### config.mk
export PLATFORM = sky130hd
export DESIGN_NAME = lit_merge_unit
export DESIGN_NICKNAME = d
export VERILOG_FILES = /design/src/rtl/lit_merge_unit.sv
export SDC_FILE = /design/constraint.sdc
export NUM_CORES = 1
export LEC_CHECK = 0
export ABC_CLOCK_PERIOD_IN_PS = 8400
export CORE_AREA = 2 2 262 264
export DETAILED_ROUTE_END_ITERATION = 8
export DIE_AREA = 0 0 264 266
export DONT_BUFFER_PORTS = 1
export PLACE_DENSITY = 0.63
export SKIP_CTS_REPAIR_TIMING = 1
export SLEW_MARGIN = 20
export SYNTH_ARGS = -nofsm -noshare
export SYNTH_HDL_FRONTEND = slang
export SYNTH_SLANG_ARGS = --single-unit
### constraint.sdc
create_clock -name clk -period 8.4 [get_ports clk]
set_clock_uncertainty 0.1 [all_clocks]
set_input_delay 1.68 -clock clk [delete_from_list [all_inputs] [get_ports clk]]
set_output_delay 1.68 -clock clk [all_outputs]
set_load 0.01 [all_outputs]
### src/rtl/lit_merge_unit.sv
// lit_merge_unit: merges NUM_PARSER literal channels and one copy channel
// into a single in-order output FIFO. Copies have priority, but only for
// COPY_MAX consecutive grants while a literal is waiting. Literal channels
// are served round-robin.
module lit_merge_unit #(
  parameter int NUM_PARSER = 6,
  parameter int NUM_LOG    = 3,
  parameter int DATA_W     = 64,
  parameter int ADDR_W     = 9,
  parameter int FIFO_DEPTH = 4,
  parameter int COPY_MAX   = 4,
  localparam int BV_W      = DATA_W / 8,
  localparam int FIFO_LOG  = $clog2(FIFO_DEPTH)
) (
  input  logic                         clk,
  input  logic                         rst_n,
  input  logic [DATA_W*NUM_PARSER-1:0] lit_data,
  input  logic [ADDR_W*NUM_PARSER-1:0] lit_address,
  input  logic [BV_W*NUM_PARSER-1:0]   lit_byte_valid,
  input  logic [NUM_PARSER-1:0]        lit_valid,
  output logic [NUM_PARSER-1:0]        lit_ready,
  input  logic [DATA_W-1:0]            copy_data,
  input  logic [ADDR_W-1:0]            copy_address,
  input  logic [BV_W-1:0]              copy_byte_valid,
  input  logic                         copy_valid,
  output logic                         copy_ready,
  output logic [DATA_W-1:0]            data_out,
  output logic [ADDR_W-1:0]            address_out,
  output logic [BV_W-1:0]              byte_valid_out,
  output logic                         valid_out,
  input  logic                         ready_in,
  output logic [FIFO_LOG:0]            fifo_count
);

  localparam int ENTRY_W = DATA_W + ADDR_W + BV_W;
  localparam logic [FIFO_LOG:0] DEPTH_C   = (FIFO_LOG + 1)'(FIFO_DEPTH);
  localparam logic [3:0]        STARVE_MAX = 4'(COPY_MAX);

  logic [NUM_PARSER-1:0] base_q, base_d;
  logic [3:0]            starve_q, starve_d;
  logic [FIFO_LOG-1:0]   wr_ptr_q, wr_ptr_d;
  logic [FIFO_LOG-1:0]   rd_ptr_q, rd_ptr_d;
  logic [FIFO_LOG:0]     count_q, count_d;
  logic [ENTRY_W-1:0]    mem_q [FIFO_DEPTH];
  logic [ENTRY_W-1:0]    mem_d [FIFO_DEPTH];

  logic                  space;
  logic                  lit_any;
  logic                  copy_win;
  logic                  lit_go;
  logic                  push;
  logic                  pop;
  logic [NUM_PARSER-1:0] grant_oh;
  logic [NUM_LOG-1:0]    grant_idx;
  logic [ENTRY_W-1:0]    push_entry;

  // Output FIFO head; payload forced to zero when the FIFO is empty
  always_comb begin
    valid_out  = (count_q != '0);
    fifo_count = count_q;
    pop        = valid_out & ready_in;
    if (valid_out) begin
      {data_out, address_out, byte_valid_out} = mem_q[rd_ptr_q];
    end else begin
      {data_out, address_out, byte_valid_out} = '0;
    end
  end

  // Arbitration: copy priority with starvation cap, round-robin literals
  always_comb begin
    int unsigned base_i;
    int unsigned idx;
    logic        found;
    base_i    = 0;
    idx       = 0;
    found     = 1'b0;
    grant_oh  = '0;
    grant_idx = '0;
    for (int unsigned i = 0; i < NUM_PARSER; i++) begin
      if (base_q[i]) base_i = i;
    end
    for (int unsigned k = 0; k < NUM_PARSER; k++) begin
      idx = base_i + k;
      if (idx >= NUM_PARSER) idx = idx - NUM_PARSER;
      if (!found && lit_valid[idx]) begin
        found         = 1'b1;
        grant_oh[idx] = 1'b1;
        grant_idx     = NUM_LOG'(idx);
      end
    end
    space    = (count_q < DEPTH_C) | pop;
    lit_any  = (lit_valid != '0);
    copy_win = rst_n & copy_valid & space & ~((starve_q == STARVE_MAX) & lit_any);
    lit_go   = rst_n & space & lit_any & ~copy_win;
    lit_ready  = lit_go ? grant_oh : '0;
    copy_ready = copy_win;
    push       = copy_win | lit_go;
    if (copy_win) begin
      push_entry = {copy_data, copy_address, copy_byte_valid};
    end else begin
      push_entry = {lit_data[grant_idx*DATA_W +: DATA_W],
                    lit_address[grant_idx*ADDR_W +: ADDR_W],
                    lit_byte_valid[grant_idx*BV_W +: BV_W]};
    end
  end

  // Next-state for round-robin base and copy starvation counter
  always_comb begin
    base_d   = base_q;
    starve_d = starve_q;
    if (lit_go) begin
      base_d = {grant_oh[NUM_PARSER-2:0], grant_oh[NUM_PARSER-1]};
    end
    if (!lit_any || lit_go) begin
      starve_d = '0;
    end else if (copy_win && starve_q != STARVE_MAX) begin
      starve_d = starve_q + 4'd1;
    end
  end

  // Next-state for FIFO pointers, occupancy and storage
  always_comb begin
    wr_ptr_d = wr_ptr_q;
    rd_ptr_d = rd_ptr_q;
    count_d  = count_q;
    mem_d    = mem_q;
    if (push) begin
      mem_d[wr_ptr_q] = push_entry;
      wr_ptr_d        = wr_ptr_q + 1'b1;
    end
    if (pop) begin
      rd_ptr_d = rd_ptr_q + 1'b1;
    end
    case ({push, pop})
      2'b10:   count_d = count_q + 1'b1;
      2'b01:   count_d = count_q - 1'b1;
      default: count_d = count_q;
    endcase
  end

  // State registers with asynchronous active-low reset
  always_ff @(posedge clk or negedge rst_n) begin
    if (!rst_n) begin
      base_q   <= NUM_PARSER'(1);
      starve_q <= '0;
      wr_ptr_q <= '0;
      rd_ptr_q <= '0;
      count_q  <= '0;
      for (int unsigned i = 0; i < FIFO_DEPTH; i++) begin
        mem_q[i] <= '0;
      end
    end else begin
      base_q   <= base_d;
      starve_q <= starve_d;
      wr_ptr_q <= wr_ptr_d;
      rd_ptr_q <= rd_ptr_d;
      count_q  <= count_d;
      mem_q    <= mem_d;
    end
  end

endmodule
==> metrics.log <==
[metrics] outcome: finished clean
[metrics] distinct cell type count after synthesis: 92
[metrics] category of cells accounting for the largest share of critical-path delay: compound AO/OA/AOI/OAI gates
[metrics] clock edge transition at the registers on the reported setup and hold paths: 60 ps
[metrics] share of the clock period used by the worst path after layout: 91.8%
[metrics] post-DR wirelength/cell: 28.6 µm
[metrics] Pre-Repair DR Iteration Count: 7
[metrics] Async S/R FF share, synth: 100%
[metrics] R2R setup slack: 1570 ps
[metrics] final sum of negative setup slack: 0 ps
[metrics] area share of the largest cell type after synthesis: 33.0%
[metrics] top cells by area, synth: sky130_fd_sc_hd__dfrtp_1 (33%), sky130_fd_sc_hd__a21oi_2 (11%), sky130_fd_sc_hd__o21ai_0 (8.1%)
[metrics] via count: 22,400
[metrics] IO Port Bufs: 0
[metrics] die outline area: 70,200 µm²
[metrics] kind of start point of the critical path: register
[metrics] total placed cells including tap cells: 3,334
[metrics] post-synthesis instance total: 2,680
[metrics] crit end category: output port
[metrics] worst relative slew slack: 19.9%
[metrics] largest fanout on the critical path: 19
[metrics] Setup CP Type: register to output port
[metrics] Post-Layout Cell Count: 3,410
[metrics] beginning of the worst hold path: base_q[2]
[metrics] total global-route track usage: 26.7%
[metrics] number of DRC markers in iteration 0: 2,257
[metrics] number of antenna violations at the first check in global routing: 5
[metrics] Slew @ Worst Pin: 1200 ps
[metrics] Worst Path Buf+Inv: 2
[metrics] Clock Tree Root: sky130_fd_sc_hd__clkbuf_16
[metrics] CORE AREA: 67,700 µm²
[metrics] dominant synthesized flop cell: sky130_fd_sc_hd__dfrtp_1
[metrics] shortest clock period the worst path allows after layout: 7710 ps
[metrics] Final Max Tran Viols: 0
[metrics] flop and latch count out of synthesis: 340
[metrics] first-pass GRT wire length: 145 mm
[metrics] clock sink count: 340
[metrics] Final Util: 40.8%
[metrics] global placer's final weighted congestion: 0.919
[metrics] maximum number of pins on one net before global-route repair: 342
[metrics] number of filler cells placed in the layout: 6,564
[metrics] DR DRC count: 0
[metrics] post-detailed-route via-to-cell ratio: 6.57
[metrics] post-detail-place hpwl: 61.6 mm
[metrics] ratio of cells with drive above 1 in the final layout: 28.1%
[metrics] data required time of the critical path: 6620 ps
[metrics] Critical Path Slowest Stage Cell: sky130_fd_sc_hd__a222oi_1
[metrics] achievable clock frequency: 130 MHz
[metrics] count of flip-flops with a built-in enable after synthesis: 0
[metrics] Clock Tree Buf Depth: 3
[metrics] worst r2r src: base_q[5]
[metrics] row cnt: 96
[metrics] Hold Crit Class: register to register
[metrics] via count of the first global-routing pass: 22,800
[metrics] number of maximum-capacitance violations: 0
[metrics] Data arrival, critical path: 5930 ps
[metrics] number of nets with antenna violations after routing: 0
[metrics] crit-path cells: or2_1 > nor2_1 > ha_1 > inv_1 > ha_1 > o32ai_1 > a21oi_1 > a222oi_1 > inv_1 > nor4_4 > nand3b_1 > o22ai_1 > o21ai_0 > a21oi_1
[metrics] part of the Yosys area used for sequential elements: 33.0%
[metrics] endpoint of the worst register-to-register path: mem_q[175]
[metrics] cell area after synthesis: 25,800 µm²
[metrics] stage delay of the slowest cell on the critical path: 760 ps
[metrics] cell taking the most area after synthesis: sky130_fd_sc_hd__dfrtp_1
[metrics] most used standard cell by instance count after synthesis: sky130_fd_sc_hd__o21ai_0
[metrics] Num CTS Buffers: 42
[metrics] total overflow reported by the global router: 0
[metrics] clock tree from TritonCTS: built
[metrics] setup repair after global routing missed its margin: no
[metrics] hold depth: 1
[metrics] die span in x: 264 µm
[metrics] Skew-Pair Late Insertion Delay: 560 ps
[metrics] Synth Warn #: 0
[metrics] number of primary I/O pins: 669
[metrics] growth of design area from synthesis to finish: 6.99%
[metrics] count of final hold-check violations: 0
[metrics] Syn Nets: 3,280
[metrics] total setup violations reported at the end of the flow: 0
[metrics] Hold Path Sink: base_q[2]
[metrics] Reg2Reg Depth: 16
[metrics] number of levels the H-tree was split into: 2
[metrics] effective utilization at floorplan: 38.1%
[metrics] minimum hold slack: 472 ps
[metrics] average size of a mapped cell: 9.63 µm²
[metrics] die outline height: 266 µm
[metrics] total number of nets in the final design: 3,097
[metrics] overall routed net length: 97.6 mm
[metrics] most instantiated cells after synthesis: sky130_fd_sc_hd__o21ai_0 (418), sky130_fd_sc_hd__dfrtp_1 (340), sky130_fd_sc_hd__or3_1 (329), sky130_fd_sc_hd__a21oi_2 (316), sky130_fd_sc_hd__nand3_1 (250)
[layout by cell type (no fill, tap or decap), types with 5 or more instances in the layout]
cell	instances
sky130_fd_sc_hd__a21oi_1	22
sky130_fd_sc_hd__a21oi_2	316
sky130_fd_sc_hd__a22oi_1	5
sky130_fd_sc_hd__a32oi_1	6
sky130_fd_sc_hd__and2_1	84
sky130_fd_sc_hd__buf_12	9
sky130_fd_sc_hd__buf_4	27
sky130_fd_sc_hd__bufinv_16	5
sky130_fd_sc_hd__clkbuf_1	8
sky130_fd_sc_hd__clkbuf_16	43
sky130_fd_sc_hd__clkbuf_8	8
sky130_fd_sc_hd__dfrtp_1	338
sky130_fd_sc_hd__ha_1	22
sky130_fd_sc_hd__inv_1	22
sky130_fd_sc_hd__mux2_4	81
sky130_fd_sc_hd__mux4_2	81
sky130_fd_sc_hd__nand2_1	188
sky130_fd_sc_hd__nand2b_1	8
sky130_fd_sc_hd__nand3_1	250
sky130_fd_sc_hd__nor2_1	25
sky130_fd_sc_hd__nor2_4	5
sky130_fd_sc_hd__o211ai_4	79
sky130_fd_sc_hd__o21ai_0	418
sky130_fd_sc_hd__or3_1	328
sky130_fd_sc_hd__xnor2_1	9
sky130_fd_sc_hd__xor2_1	5
[stage by stage]
stage,cell area [µm²],setup WS (ps)
2_1_floorplan,25800,2110
3_3_place_gp,26200,1390
3_5_place_dp,26200,1320
4_1_cts,27600,711
5_1_grt,27600,375
6_report,27600,689
[worst reg2reg max path, cell delays in order (launching register included)]
cell                       delay [ps]
sky130_fd_sc_hd__dfrtp_1          660
sky130_fd_sc_hd__or2_1            370
sky130_fd_sc_hd__nor2_1           450
sky130_fd_sc_hd__ha_1             580
sky130_fd_sc_hd__inv_1            230
sky130_fd_sc_hd__ha_1             380
sky130_fd_sc_hd__o32ai_1          210
sky130_fd_sc_hd__a21oi_1          150
sky130_fd_sc_hd__a222oi_1         760
sky130_fd_sc_hd__inv_1            170
sky130_fd_sc_hd__nor4_4           480
sky130_fd_sc_hd__a22o_2           990
sky130_fd_sc_hd__buf_4            510
sky130_fd_sc_hd__o21ai_0          220
sky130_fd_sc_hd__nand3_1          210
sky130_fd_sc_hd__o211ai_4         140
sky130_fd_sc_hd__a21oi_2          150
[final cells by class]
class	count	area [µm²]	share of cell area (%)
clock buffer	59	1220	4.40
tap	882	1100	4.00
clock inverter	12	195	0.707
inverter	26	105	0.381
antenna	4	10.0	0.0362
sequential	340	8520	30.8
multi-input combinational	2050	16100	58.2
timing repair buffer	37	394	1.43
[cells by family after synthesis]
| kind of cell | share of synthesized area (%) |
|---|---|
| AND/OR/NAND/NOR | 19.5 |
| adder cells (fa/ha/maj) | 1.14 |
| multiplexers | 12.2 |
| flip-flops | 33.0 |
| AO/OA/AOI/OAI | 28.3 |
| buffers and inverters | 5.25 |
| XOR/XNOR | 0.582 |
[worst max path at each step]
stage / cells past startpoint / end / slack (ps) / from
after global placement: 13 / lit_ready[5] / 1390 / base_q[5]
after global routing: 13 / lit_ready[5] / 370 / base_q[5]
final: 14 / lit_ready[0] / 690 / base_q[5]
after floorplan: 17 / lit_ready[5] / 2110 / base_q[5]
after detailed placement: 13 / lit_ready[5] / 1320 / base_q[5]
after CTS: 13 / lit_ready[5] / 710 / base_q[5]
[registers in the layout (all words and copies together) (netlist names)]
name / flops
base_q: 5
fifo_count: 3
mem_q: 324
rd_ptr_q: 2
starve_q: 4
wr_ptr_q: 2
[metal layers]
metal	wire length, µm	vias to the layer above	global-route usage, %	part of all wire (%)
met3	9070	229	5.81	9.3
met4	3210	2	9.15	3.3
met2	46700	1333	44.3	48
li1	-	9525	-	-
met5	13	-	0	0.013
met1	38700	11300	34.5	40
Power is not shown: default switching activity piles up to over one toggle a cycle in this logic, so the estimate is an artifact.
